===== src/rtl/mem_access_ctrl.sv =====
// Shares the single RAM port between instruction fetch and load/store.
// Round-robin arbitration, MOV/MOC handshake with timeout, alignment check, zero-extended reads.
module mem_access_ctrl #(
    parameter int unsigned TIMEOUT = 16
) (
    input  logic        clk,
    input  logic        clr,
    input  logic        if_req,
    input  logic [7:0]  if_addr,
    output logic        if_ack,
    output logic        if_err,
    input  logic        ls_req,
    input  logic        ls_we,
    input  logic [1:0]  ls_dt,
    input  logic [7:0]  ls_addr,
    input  logic [31:0] ls_wdata,
    output logic        ls_ack,
    output logic        ls_err,
    output logic [31:0] rd_data,
    output logic [7:0]  mem_addr,
    output logic [31:0] mem_wdata,
    output logic        mem_rw,
    output logic        mem_mov,
    output logic [1:0]  mem_dt,
    input  logic [31:0] mem_rdata,
    input  logic        mem_moc
);

    localparam int unsigned CNT_W = 8;
    localparam logic [1:0] DT_BYTE = 2'b00;
    localparam logic [1:0] DT_HALF = 2'b01;
    localparam logic [1:0] DT_WORD = 2'b10;
    localparam logic [1:0] DT_ILL  = 2'b11;

    typedef enum logic [2:0] {
        IDLE,
        SETUP,
        ACCESS,
        DONE,
        ERR,
        RELEASE
    } state_t;

    state_t           state;
    state_t           state_next;
    logic [CNT_W-1:0] cnt;
    logic             last_grant;   // 1 = load/store was granted last
    logic             owner;        // 1 = load/store owns the port
    logic             owner_next;
    logic             grant;
    logic             grant_ls;
    logic             grant_bad;
    logic [1:0]       grant_dt;
    logic [7:0]       grant_addr;
    logic             ack_next;
    logic             err_next;

    function automatic logic [31:0] mask_rd(input logic [1:0] dt, input logic [31:0] d);
        case (dt)
            DT_BYTE: mask_rd = {24'b0, d[7:0]};
            DT_HALF: mask_rd = {16'b0, d[15:0]};
            default: mask_rd = d;
        endcase
    endfunction

    // Next-state, arbitration and alignment decode
    always_comb begin
        state_next = state;
        owner_next = owner;
        grant      = 1'b0;
        grant_ls   = 1'b0;
        grant_bad  = 1'b0;
        grant_dt   = DT_WORD;
        grant_addr = if_addr;
        case (state)
            IDLE: begin
                if (if_req || ls_req) begin
                    grant      = 1'b1;
                    grant_ls   = ls_req && (!if_req || !last_grant);
                    owner_next = grant_ls;
                    grant_dt   = grant_ls ? ls_dt : DT_WORD;
                    grant_addr = grant_ls ? ls_addr : if_addr;
                    grant_bad  = (grant_dt == DT_ILL)
                              || (grant_dt == DT_HALF && grant_addr[0])
                              || (grant_dt == DT_WORD && grant_addr[1:0] != 2'b00);
                    state_next = grant_bad ? ERR : SETUP;
                end
            end
            SETUP:   state_next = ACCESS;
            ACCESS: begin
                if (mem_moc)
                    state_next = DONE;
                else if (cnt == CNT_W'(TIMEOUT - 1))
                    state_next = ERR;
            end
            DONE:    state_next = RELEASE;
            ERR:     state_next = RELEASE;
            RELEASE: if (!mem_moc) state_next = IDLE;
            default: state_next = IDLE;
        endcase
    end

    assign ack_next = (state_next == DONE) || (state_next == ERR);
    assign err_next = (state_next == ERR);

    always_ff @(posedge clk) begin
        if (clr) begin
            state      <= IDLE;
            cnt        <= '0;
            last_grant <= 1'b1;
            owner      <= 1'b0;
            rd_data    <= '0;
            mem_addr   <= '0;
            mem_wdata  <= '0;
            mem_dt     <= '0;
            mem_rw     <= 1'b1;
            mem_mov    <= 1'b0;
            if_ack     <= 1'b0;
            if_err     <= 1'b0;
            ls_ack     <= 1'b0;
            ls_err     <= 1'b0;
        end else begin
            state   <= state_next;
            cnt     <= (state == ACCESS) ? cnt + CNT_W'(1) : '0;
            owner   <= owner_next;
            mem_mov <= (state_next == ACCESS);
            if_ack  <= ack_next && !owner_next;
            if_err  <= err_next && !owner_next;
            ls_ack  <= ack_next && owner_next;
            ls_err  <= err_next && owner_next;
            if (grant) begin
                last_grant <= grant_ls;
                // Memory-facing registers only change for an access that will reach the RAM
                if (!grant_bad) begin
                    mem_addr <= grant_addr;
                    mem_dt   <= grant_dt;
                    mem_rw   <= grant_ls ? !ls_we : 1'b1;
                    if (grant_ls)
                        mem_wdata <= ls_wdata;
                end
            end
            if (state == ACCESS && mem_moc && mem_rw)
                rd_data <= mask_rd(mem_dt, mem_rdata);
        end
    end

endmodule


===== config.mk =====
export PLATFORM = sky130hd
export DESIGN_NAME = mem_access_ctrl
export DESIGN_NICKNAME = d
export VERILOG_FILES = /design/src/rtl/mem_access_ctrl.sv
export SDC_FILE = /design/constraint.sdc
export NUM_CORES = 1
export LEC_CHECK = 0
export CAP_MARGIN = 20
export CORE_MARGIN = 2
export CORE_UTILIZATION = 43
export DETAILED_ROUTE_END_ITERATION = 8
export GPL_ROUTABILITY_DRIVEN = 0
export PLACE_DENSITY = 0.84
export REMOVE_ABC_BUFFERS = 1
export SYNTH_ARGS = -nofsm -noshare
export SYNTH_HDL_FRONTEND = slang
export SYNTH_SLANG_ARGS = --single-unit

===== constraint.sdc =====
create_clock -name clk -period 4.6 [get_ports clk]
set_input_delay 0.92 -clock clk [delete_from_list [all_inputs] [get_ports clk]]
set_output_delay 0.92 -clock clk [all_outputs]
set_load 0.005 [all_outputs]

# Word level (Yosys, flattened, before mapping)
# Cells that the tools add are included.
[totals]
regBits = 93
word_cells = 77
output_inout_bits = 80
inputBits = 88
[op_classes]
add_sub_neg = 1
n_mux = 22
bitwise_logic = 2
n_eq_ne = 13
n_reduce_logical = 25
[ops]
columns = ["cell", "n"]
rows = [
  ["32-bit one-hot mux with 2 select lines", 1],
  ["8-bit 2-to-1 mux", 3],
  ["3-bit 2-to-1 mux", 5],
  ["3-bit one-hot mux with 5 select lines", 1],
  ["3-bit by 2-bit == test with 1-bit output, second input constant", 4],
  ["3-bit == test, second input constant", 3],
  ["1-bit logical AND", 9],
  ["1-bit 2-to-1 mux", 9],
  ["8-bit by 1-bit adder with 8-bit output, second input constant", 1],
  ["8-bit by 4-bit == test with 1-bit output, second input constant", 1],
  ["2-bit 2-to-1 mux", 3],
  ["1-bit logical OR", 5],
  ["2-bit by 1-bit == test with 1-bit output, second input constant", 2],
  ["2-bit == test, second input constant", 2],
  ["1-bit logical NOT", 4],
  ["2-bit OR reduction", 2],
  ["3-bit by 1-bit == test with 1-bit output, second input constant", 1],
  ["3-bit logical NOT", 1],
  ["3-bit AND reduction", 1],
  ["2-bit logical NOT", 1],
  ["1-bit inverter", 2],
  ["2-bit AND reduction", 1],
  ["2-bit nonzero test", 1],
]

# Depth between registers and ports, before layout
# Gate-level depths: netlist (run 1).
[logic_depth]
depth_word = 14
mapped_depth = 8
mapped_depth_nobuf = 6

# Worst setup path after synthesis (run 1)
# OpenSTA, ideal clock, no wires.
[synth_path]
path_kind = "input to register"
startpoint = "input ls_req"
endpoint = "register mem_dt[1]"
t_required_ns = 4.509
t_arrival_ns = 2.058
stages = 6
slack_ns = 2.452
setup_time_ns = 0.091
n_path_buf = 1
cell_sequence = "a21boi_2 or3_1 a21oi_2 buf_4 nor2_1 a311oi_1"
[synth_between]
elab_chain_cells = 10
word_cells_on_any_way = 20
classes_between = "eq/ne (3); mux (8); bitwise (1); reduce/logical (8)"
[synth_lines]
columns = ["element", "line_no", "rtl"]
rows = [
  ["start: declaration", "12", "input logic ls_req,"],
  ["1-bit logical AND", "79", "grant_ls = ls_req && (!if_req || !last_grant);"],
  ["2-bit 2-to-1 mux", "81", "grant_dt = grant_ls ? ls_dt : DT_WORD;"],
  ["2-bit by 1-bit == test with 1-bit output", "84", "|| (grant_dt == DT_HALF && grant_addr[0])"],
  ["1-bit logical AND", "84", ""],
  ["1-bit logical OR", "84", ""],
  ["1-bit logical OR", "85", "|| (grant_dt == DT_WORD && grant_addr[1:0] != 2'b00);"],
  ["1-bit 2-to-1 mux", "77", "if (if_req || ls_req) begin"],
  ["1-bit 2-to-1 mux", "75", "case (state)"],
  ["1-bit inverter (no line)", "--", ""],
  ["2-bit AND reduction (no line)", "--", ""],
  ["end signal: assignment", "136", "mem_dt <= grant_dt;"],
  ["end: declaration", "24", "output logic [1:0] mem_dt,"],
]
# Parallel ways exist; a longest one is shown, timed or not.
# A chain may end at the register's enable or synchronous reset.

# Worst setup path after layout (run 1)
[layout_path]
startpoint = "input ls_req"
endpoint = "register mem_wdata[25]"
[layout_between]
elab_chain_cells = 10
word_cells_on_any_way = 20
classes_between = "eq/ne (3); mux (8); bitwise (1); reduce/logical (8)"
[layout_lines]
columns = ["element", "line_no", "rtl"]
rows = [
  ["1-bit logical AND", "79", ""],
  ["2-bit 2-to-1 mux", "81", ""],
  ["2-bit by 1-bit == test with 1-bit output", "84", ""],
  ["1-bit logical AND", "84", ""],
  ["1-bit logical OR", "84", ""],
  ["1-bit logical OR", "85", ""],
  ["1-bit 2-to-1 mux", "77", ""],
  ["1-bit 2-to-1 mux", "75", ""],
  ["1-bit inverter (no line)", "--", ""],
  ["3-bit AND reduction (no line) (*)", "--", ""],
  ["end signal: assignment", "139", "mem_wdata <= ls_wdata;"],
  ["end: declaration", "21", "output logic [31:0] mem_wdata,"],
]
# Every way passes the cells marked *; elsewhere a longest branch is shown, timed or not.

==> impl_metrics.py, run 1 <==
metrics = {
    "outcome": {
        "status": "finished clean",
    },
    "synth": {
        "synthAdderAreaFrac": 0.00361,
        "synth_area_leader_cell": "dfxtp_1",
        "ys_seq_area_frac": 0.537,
        "yosys.area_share.simple": 0.221,
        "synth_compound_area_frac": 0.156,
        "ys_warn_count": 0,
        "synth_area_leaders": "dfxtp_1 (54%), nand2_1 (12%), a21oi_1 (9.7%), nand3_1 (4.2%), nor2_1 (2.7%)",
        "synthMuxAreaShare": 0.0260,
        "synth_xor_area_frac": 0.0177,
        "synth_cell_types": 35,
        "synth_cells": 414,
        "syn-cell-area_um2": 3470,
        "yosys_register_bits": 93,
        "synth_top_area_frac": 0.537,
        "avgSynthCellArea_um2": 8.37,
        "synth_top_family_by_area": "simple AND/OR/NAND/NOR gates",
    },
    "timing": {
        "tightest_slew_ns": 0.936,
        "max_freq_ghz": 0.353,
        "hold_viol_final": 0,
        "setup_viol": 0,
        "clock_skew_ns": 0.0119,
        "setup_tns_ns": 0,
        "post-route-min-period_ns": 2.84,
        "finalMaxSlewViolations": 0,
        "maxSlewHeadroom": 0.376,
        "hold_ws_ns": 0.457,
        "rsz0062_at_grt": "false",
        "min_period_over_period": 0.616,
    },
    "cells_and_area": {
        "layout.nets": 656,
        "antenna_cells": 0,
        "syn_to_final_growth_pct": 54.7,
        "multi_input_area_um2": 1470,
        "fin_area_um2": 5360,
        "ff_latch_area_um2": 1860,
        "layout_commonest_cell": "clkdlybuf4s50_1",
        "drive_above_1_share": 0.0508,
        "n_fill_cell": 630,
        "most-common-layout-cells": "clkdlybuf4s50_1 (166), nand2_1 (107), dfxtp_1 (93), a21oi_1 (67), nand3_1 (29)",
    },
    "global_routing": {
        "antenna_found_initial": 0,
        "met2_usage": 0.374,
        "met3_usage": 0.0594,
        "grt_max_degree": 44,
        "grt_pass1_wl_um": 14900,
        "grtUsageTotal": 0.212,
        "top_usage_layer": "met2",
        "gr-usage-met1": 0.245,
        "first_global_vias": 3241,
        "gr-total-overflow": 0,
    },
    "setup_path": {
        "path_max_fanout": 32,
        "startpoint_type": "input pin",
        "end_kind": "flip-flop",
        "criticalPathCategory": "input pin to flip-flop",
        "crit_required_ns": 4.80,
        "arrival_ns": 3.03,
    },
    "die": {
        "core_area_um2": 7770,
        "initial_core_util": 0.446,
        "rows": 32,
        "fp.dieW_um": 93.8,
        "die_area_um2": 8790,
        "die_h_um": 93.8,
        "num_io_pins": 168,
    },
    "drt": {
        "drtIter0Drc": 162,
        "drc_errors": 0,
        "routed_wl_um": 9580,
        "first_pass_iters": 4,
        "ant_nets": 0,
        "route.vias.total": 3410,
        "via_per_inst": 5.07,
        "routedWlPerCell_um": 14.2,
    },
    "cts": {
        "h-tree-depth": 3,
        "clk_pin_slew_ns": 0.08,
        "cts.hold.buffers_added": 0,
        "cts_buffers": 9,
        "clock_latency_ns": 0.35,
        "tritoncts": "built",
        "cts_resized": 0,
        "cts_setup_buffers": 0,
        "cts_buffer_depth": 2,
        "clkSinkCount": 93,
        "root_buffer": "clkbuf_8",
    },
    "power": {
        "internal_power_mw": 1.43,
        "power_mw": 2.04,
        "swShare": 0.299,
        "power_frac_clock": 0.258,
        "power.density_nw_per_um2": 381,
        "ir_drop_uv": 247,
        "power_switching_mw": 0.610,
        "seq_power_share": 0.468,
        "comb_power_share": 0.274,
        "p_leak_nw": 1.86,
    },
    "hold_path": {
        "worstHoldPathType": "flip-flop to flip-flop",
    },
    "run": {
        "maxCapViolations": 0,
    },
    "placed_design": {
        "hpwl_um": 6990,
        "place_area_um2": 5170,
        "port-buffer-count": 167,
    },
}
==> metrics by stage <==
stage	util	cells	setup WS (ns)
after CTS	0.690	673	1.80
after global routing	0.690	673	1.53
after floorplan	-	385	2.05
after global placement	0.666	658	1.49
after detailed placement	0.666	658	1.42
final	0.690	673	1.76
==> power groups by stage <==
stage | Sequential [mW] | Clock [mW] | Combinational [mW]
detailed placement | 0.974 | 0 | 0.561
floorplan | 0.970 | 0 | 0.260
global placement | 0.970 | 0 | 0.548
global route | 0.968 | 0.572 | 0.615
finish | 0.957 | 0.527 | 0.560
CTS | 0.956 | 0.542 | 0.564
==> kinds of logic after synthesis <==
family | count (synthesis)
mux | 9
compound gates | 91
simple gates | 180
buf+inv | 33
xor+xnor | 7
flops | 93
fa+ha+maj | 1
==> cells in the mapped netlist (all sizes together) <==
cell type / instances
nand3b: 3
xor2: 5
or4: 1
or2: 2
xnor2: 2
o311ai: 1
a21boi: 2
a211o: 1
nand3: 29
or3: 1
nor3: 2
nand2b: 3
inv: 4
a32oi: 1
a21oi: 69
o2bb2ai: 1
o21ai: 4
nor2b: 1
mux2i: 9
clkbuf: 21
buf: 8
dfxtp: 93
o21a: 2
ha: 1
a311oi: 1
nand2: 107
a211oi: 9
nand4: 1
and3: 2
nor2: 26
and2: 2
==> layer usage <==
metal / wire length [um] / share of wire
met1: 3900 / 0.41
met2: 4760 / 0.50
met3: 708 / 0.074
met4: 206 / 0.022
met5: 0 / 0
==> state kept, by name (all words and copies together) (netlist names) <==
signal      cells
mem_mov         1
ls_err          1
rd_data        32
mem_addr        8
if_ack          1
if_err          1
mem_rw          1
mem_dt          2
last_grant      1
owner           1
cnt             8
state           3
mem_wdata      32
ls_ack          1
==> layout make-up <==
| class | instances | area share |
|---|---|---|
| sequential | 93 | 0.347 |
| clock inverter | 5 | 0.0114 |
| tap | 102 | 0.0238 |
| timing repair buffer | 171 | 0.316 |
| clock buffer | 10 | 0.0238 |
| inverter | 4 | 0.00280 |
| multi-input combinational | 288 | 0.274 |
==> path summary, 6_finish.rpt <==
kind	startpoint	to	slack [ns]	cells past startpoint
worst max register to register	state[1]$_SDFF_PP0_	ls_ack$_SDFF_PP0_	2.35	5
worst min-delay path	mem_wdata[0]$_SDFFE_PP0P_	mem_wdata[0]$_SDFFE_PP0P_	0.46	2
worst min register to register	mem_wdata[0]$_SDFFE_PP0P_	mem_wdata[0]$_SDFFE_PP0P_	0.46	2
worst max-delay path	ls_req	mem_wdata[25]$_SDFFE_PP0P_	1.76	6
==> critical path: stages <==
cell and delay [ns]:
clkdlybuf4s50_1 0.51, a21boi_2 0.31, nand2_1 0.38, or2_2 0.66
nand2_1 0.17, a21oi_1 0.07
No activity file was read; power rests on OpenSTA's default activity.
==> run 2, diff against run 1 <==
--- a/config.mk
+++ b/config.mk
@@ -7,10 +7,10 @@
 export LEC_CHECK = 0
 export CAP_MARGIN = 20
 export CORE_MARGIN = 2
-export CORE_UTILIZATION = 43
+export CORE_UTILIZATION = 40
 export DETAILED_ROUTE_END_ITERATION = 8
 export GPL_ROUTABILITY_DRIVEN = 0
-export PLACE_DENSITY = 0.84
+export PLACE_DENSITY = 0.79
 export REMOVE_ABC_BUFFERS = 1
 export SYNTH_ARGS = -nofsm -noshare
 export SYNTH_HDL_FRONTEND = slang
==> constraint.sdc (replaced) <==
create_clock -name clk -period 3 [get_ports clk]
set_input_delay 0.6 -clock clk [delete_from_list [all_inputs] [get_ports clk]]
set_output_delay 0.6 -clock clk [all_outputs]
set_load 0.005 [all_outputs]
==> run 2 against run 1 <==
  * Worst hold slack worse by 0.0051 ns
  * Clock power is 67% higher
  * Largest power group unchanged
  * Combinational power is 62% higher
  * Register-to-register slack worse by 1.2 ns
  * Highest routed layer unchanged
  * Critical path depth stayed put
==> impl_metrics.py, run 2 (synthesized netlist as in run 1, its figures left out) <==
metrics = {
    "outcome": {
        "status": "finished clean",
    },
    "setup_path": {
        "cpPeakStageDelay_ns": 0.54,
        "critical_path.endpoint": "mem_wdata[30]$_SDFFE_PP0P_",
        "path_common_cell": "nand2_1",
        "r2r-end": "ls_err$_SDFF_PP0_",
        "path_cells": "clkdlybuf4s50_1 > a21boi_2 > nand2_1 > or2_2 > nand2_1 > a21oi_1",
        "ff2ff_setup_slack_ns": 1.12,
        "r2r_start": "cnt[5]$_SDFF_PP0_",
        "critical_path.top_delay_family": "simple AND/OR/NAND/NOR gates",
        "critPathLaunch": "ls_req",
        "arrival_ns": 2.35,
        "worst-path-stages": 6,
        "crit_path_top_delay_cell": "or2_2",
        "crit_required_ns": 3.22,
        "path_max_fanout": 32,
        "startpoint_type": "input pin",
        "crit_buf_inv": 1,
        "criticalPathCategory": "input pin to flip-flop",
        "end_kind": "flip-flop",
        "reg2reg_depth": 5,
    },
    "timing": {
        "max_freq_ghz": 0.470,
        "min_period_over_period": 0.709,
        "setup_tns_ns": 0,
        "maxSlewHeadroom": 0.561,
        "clock_skew_ns": 0.0100,
        "tightest_slew_ns": 0.658,
        "setup_viol": 0,
        "setup_slack_ns": 0.873,
        "post-route-min-period_ns": 2.13,
        "rsz0062_at_grt": "false",
        "finalMaxSlewViolations": 0,
        "hold_viol_final": 0,
    },
    "cells_and_area": {
        "utilization": 0.654,
        "drive_above_1_share": 0.0556,
        "most-common-layout-cells": "clkdlybuf4s50_1 (166), nand2_1 (107), dfxtp_1 (93), a21oi_1 (67), nand3_1 (29)",
        "reg_top3": "mem_wdata (32), rd_data (32)",
        "layout.nets": 660,
        "syn_to_final_growth_pct": 56.6,
        "antenna_cells": 0,
        "layout_commonest_cell": "clkdlybuf4s50_1",
    },
    "global_routing": {
        "first_global_vias": 3275,
        "antenna_found_initial": 0,
        "grt_max_degree": 49,
        "grt_pass1_wl_um": 16000,
        "gr-total-overflow": 0,
        "grtUsageTotal": 0.209,
    },
    "cts": {
        "cts.hold.buffers_added": 0,
        "cts_setup_buffers": 0,
        "clk_pin_slew_ns": 0.09,
        "cts_resized": 0,
        "clkSinkCount": 93,
        "root_buffer": "clkbuf_8",
        "clock_latency_ns": 0.36,
        "tritoncts": "built",
        "h-tree-depth": 3,
        "cts_buffer_depth": 2,
        "cts_buffers": 9,
    },
    "placed_design": {
        "hpwl_um": 7370,
        "place_ws_ns": 0.491,
        "port-buffer-count": 167,
    },
    "power": {
        "comb_power_share": 0.280,
        "power_frac_clock": 0.272,
        "power_mw": 3.24,
        "swShare": 0.290,
        "ir_drop_uv": 339,
        "seq_power_share": 0.448,
        "p_leak_nw": 1.90,
        "power_switching_mw": 0.941,
        "internal_power_mw": 2.30,
        "power.density_nw_per_um2": 598,
    },
    "die": {
        "num_io_pins": 168,
        "initial_core_util": 0.418,
        "die_area_um2": 9430,
        "die_h_um": 97.1,
        "fp.dieW_um": 97.1,
        "core_area_um2": 8300,
        "rows": 33,
    },
    "drt": {
        "route.vias.total": 3383,
        "via_per_inst": 4.97,
        "routedWlPerCell_um": 14.8,
        "ant_nets": 0,
        "routed_wl_um": 10100,
        "drtIter0Drc": 133,
        "drc_errors": 0,
        "first_pass_iters": 6,
    },
    "hold_path": {
        "hp-start": "cnt[0]$_SDFF_PP0_",
        "worstHoldPathType": "flip-flop to flip-flop",
    },
    "run": {
        "maxCapViolations": 0,
    },
}
==> run 2: changes by cell type in the layout (fill, tap and decap cells not counted) <==
cell | previous run | this run
bufinv_16 | 1 | 2
clkinvlp_4 | 3 | 1
buf_4 | 4 | 7
clkinv_2 | 0 | 1
buf_12 | 0 | 1
clkbuf_1 | 1 | 3
inv_6 | 1 | 0
==> run 2: cell type report <==
| type | instances | area (um^2) |
|---|---|---|
| inverter | 4 | 15.0 |
| multi-input combinational | 288 | 1470 |
| timing repair buffer | 175 | 1740 |
| tap | 105 | 131 |
| fill | 709 | 2870 |
| sequential | 93 | 1860 |
| clock inverter | 4 | 72.6 |
| clock buffer | 12 | 135 |
==> run 2: stage by stage <==
step / instances / area, um^2 / hold WS, ns
floorplan: 385 / 3350 / 0.413
global placement: 665 / 5220 / 0.426
detailed placement: 665 / 5220 / 0.434
CTS: 681 / 5430 / 0.453
global route: 681 / 5430 / 0.476
finish: 681 / 5430 / 0.452
==> run 2: power by group through the flow <==
stage | logic (mW) | clock network, mW | registers [mW]
CTS | 0.918 | 0.906 | 1.45
global route | 0.995 | 0.952 | 1.47
finish | 0.909 | 0.882 | 1.45
global placement | 0.891 | 0 | 1.47
floorplan | 0.398 | 0 | 1.49
detailed placement | 0.912 | 0 | 1.48
==> run 2: layer usage <==
metal	global-route usage	share of wire
met1	0.237	0.40
met2	0.373	0.52
met3	0.0460	0.059
met4	0.0997	0.024
met5	0	0
==> run 2: worst min-delay path by stage <==
| stage | end | cells after the start |
|---|---|---|
| after floorplan | cnt[0]$_SDFF_PP0_ | 1 |
| after global placement | cnt[0]$_SDFF_PP0_ | 1 |
| after detailed placement | cnt[0]$_SDFF_PP0_ | 1 |
| after CTS | cnt[0]$_SDFF_PP0_ | 1 |
| after global routing | rd_data[30]$_SDFFE_PP0P_ | 2 |
| final | cnt[0]$_SDFF_PP0_ | 1 |
==> run 3, diff against run 2 <==
--- a/config.mk
+++ b/config.mk
@@ -7,10 +7,10 @@
 export LEC_CHECK = 0
 export CAP_MARGIN = 20
 export CORE_MARGIN = 2
-export CORE_UTILIZATION = 40
+export CORE_UTILIZATION = 36
 export DETAILED_ROUTE_END_ITERATION = 8
 export GPL_ROUTABILITY_DRIVEN = 0
-export PLACE_DENSITY = 0.79
+export PLACE_DENSITY = 0.75
 export REMOVE_ABC_BUFFERS = 1
 export SYNTH_ARGS = -nofsm -noshare
 export SYNTH_HDL_FRONTEND = slang
==> constraint.sdc (replaced) <==
create_clock -name clk -period 1.8 [get_ports clk]
set_input_delay 0.36 -clock clk [delete_from_list [all_inputs] [get_ports clk]]
set_output_delay 0.36 -clock clk [all_outputs]
set_load 0.005 [all_outputs]
==> run 3 against run 2 <==
  * Sequential power grew 66%
  * Setup slack worse by 0.84 ns
  * Combinational power up 86%
  * Cell area up 3.4%
==> impl_metrics.py, run 3 (synthesized netlist as in run 1, its figures left out) <==
metrics = {
    "cts": {
        "clk_pin_slew_ns": 0.10,
        "clkSinkCount": 93,
        "tritoncts": "built",
        "cts.hold.buffers_added": 0,
        "root_buffer": "clkbuf_8",
        "cts_buffers": 9,
        "h-tree-depth": 3,
        "cts_buffer_depth": 2,
        "clock_latency_ns": 0.34,
    },
    "timing": {
        "setup_viol": 0,
        "post-route-min-period_ns": 1.76,
        "rsz0062_at_grt": "true",
        "tightest_slew_ns": 0.363,
        "finalMaxSlewViolations": 0,
        "max_freq_ghz": 0.567,
        "clock_skew_ns": 0.0149,
        "maxSlewHeadroom": 0.758,
        "hold_viol_final": 0,
        "min_period_over_period": 0.979,
        "hold_ws_ns": 0.412,
    },
    "run": {
        "maxCapViolations": 0,
    },
    "cells_and_area": {
        "layout_commonest_cell": "clkdlybuf4s50_1",
        "drive_above_1_share": 0.0833,
        "utilization": 0.604,
        "layout.nets": 673,
        "multi_input_area_um2": 1480,
        "syn_to_final_growth_pct": 61.8,
        "ff_latch_area_um2": 1860,
        "most-common-layout-cells": "clkdlybuf4s50_1 (166), nand2_1 (107), dfxtp_1 (92), a21oi_1 (67), nand3_1 (29)",
        "n_fill_cell": 834,
        "antenna_cells": 0,
        "fin_area_um2": 5610,
        "reg_top3": "mem_wdata (32), rd_data (32)",
    },
    "setup_path": {
        "crit_buf_inv": 0,
        "critical_path.top_delay_family": "compound AO/OA/AOI/OAI gates",
        "arrival_ns": 2.04,
        "reg2reg_depth": 5,
        "r2r_start": "cnt[5]$_SDFF_PP0_",
        "startpoint_type": "flip-flop",
        "crit_path_top_delay_cell": "or4_4",
        "ff2ff_setup_slack_ns": 0.04,
        "path_cells": "or4_4 > o311ai_4 > a32oi_2 > a211o_1 > a21oi_2",
        "path_max_fanout": 4,
        "worst-path-stages": 5,
        "end_kind": "flip-flop",
        "critPathLaunch": "cnt[5]$_SDFF_PP0_",
        "criticalPathCategory": "flip-flop to flip-flop",
        "crit_required_ns": 2.07,
        "r2r-end": "if_ack$_SDFF_PP0_",
        "cpPeakStageDelay_ns": 0.54,
        "critical_path.endpoint": "if_ack$_SDFF_PP0_",
    },
    "die": {
        "fp.dieW_um": 102,
        "initial_core_util": 0.373,
        "core_area_um2": 9280,
        "die_area_um2": 10400,
        "rows": 35,
        "die_h_um": 102,
        "num_io_pins": 168,
    },
    "global_routing": {
        "grt_max_degree": 65,
        "top_usage_layer": "met2",
        "gr-total-overflow": 0,
        "first_global_vias": 3344,
        "antenna_found_initial": 0,
        "grtUsageTotal": 0.177,
        "grt_pass1_wl_um": 14900,
        "gr-usage-met1": 0.200,
        "met2_usage": 0.329,
        "met3_usage": 0.0356,
    },
    "drt": {
        "first_pass_iters": 5,
        "routed_wl_um": 9540,
        "routedWlPerCell_um": 13.3,
        "drtIter0Drc": 97,
        "drc_errors": 0,
        "via_per_inst": 4.76,
        "route.vias.total": 3412,
        "ant_nets": 0,
    },
    "placed_design": {
        "hpwl_um": 6890,
        "place_area_um2": 5400,
        "port-buffer-count": 167,
    },
    "hold_path": {
        "worstHoldPathType": "input pin to flip-flop",
    },
    "power": {
        "ir_drop_uv": 522,
        "p_leak_nw": 1.96,
        "power.density_nw_per_um2": 971,
    },
    "outcome": {
        "status": "finished clean",
    },
}
[run 3: cell count changes in the layout (fill, tap and decap cells not counted), sizes merged]
cell	previous run	this run
bufinv	2	1
inv	4	5
clkinv	1	0
clkinvlp	1	3
buf	9	22
clkbuf	12	10
[run 3: what timing repair did]
item                                    CTS  global route
pin swaps                                 1             1
resized for setup                         0             4
setup buffers                             0             1
endpoints found under the setup margin    4             4
endpoints found under the hold margin     0             0
[run 3: area by class of cell]
cell class              instances  share of cell area
repair buffers                188               0.339
flip-flops and latches         93               0.332
multi-input cells             288               0.264
well taps                     129              0.0288
clock buffers                  10              0.0228
clock inverters                 5              0.0109
inverters                       4             0.00268
[run 3: through the flow]
step | TNS (ns) | cells | power (mW) | setup slack (ns)
2_1_floorplan | -13.86 | 385 | 3.14 | -0.254
3_3_place_gp | -7.33 | 701 | 4.06 | -0.237
3_5_place_dp | -10.05 | 701 | 4.10 | -0.300
4_1_cts | 0 | 716 | 5.45 | 0.00109
5_1_grt | -0.119 | 717 | 5.74 | -0.0436
6_report | 0 | 717 | 5.44 | 0.0369
[run 3: worst min path at each step]
stage	start	to	slack, ns	cells past startpoint
after floorplan	cnt[0]$_SDFF_PP0_	cnt[0]$_SDFF_PP0_	0.41	1
after global placement	cnt[0]$_SDFF_PP0_	cnt[0]$_SDFF_PP0_	0.43	1
after detailed placement	rd_data[10]$_SDFFE_PP0P_	rd_data[10]$_SDFFE_PP0P_	0.44	2
after CTS	clr	mem_dt[0]$_SDFFE_PP0P_	0.40	2
after global routing	clr	mem_dt[0]$_SDFFE_PP0P_	0.41	2
final	clr	mem_dt[0]$_SDFFE_PP0P_	0.41	2
[run 3: per-layer routing]
layer	vias up	share of wire	wire length [um]
met1	1576	0.43	4060
met2	103	0.50	4740
met5	-	0	0
met4	0	0.015	142
li1	1718	-	-
met3	15	0.063	598
[run 3: report_power, final]
group / total (mW) / switching, mW / internal [mW]
registers: 2.40 / 0.124 / 2.28
logic: 1.69 / 0.767 / 0.920
clock network: 1.35 / 0.714 / 0.641
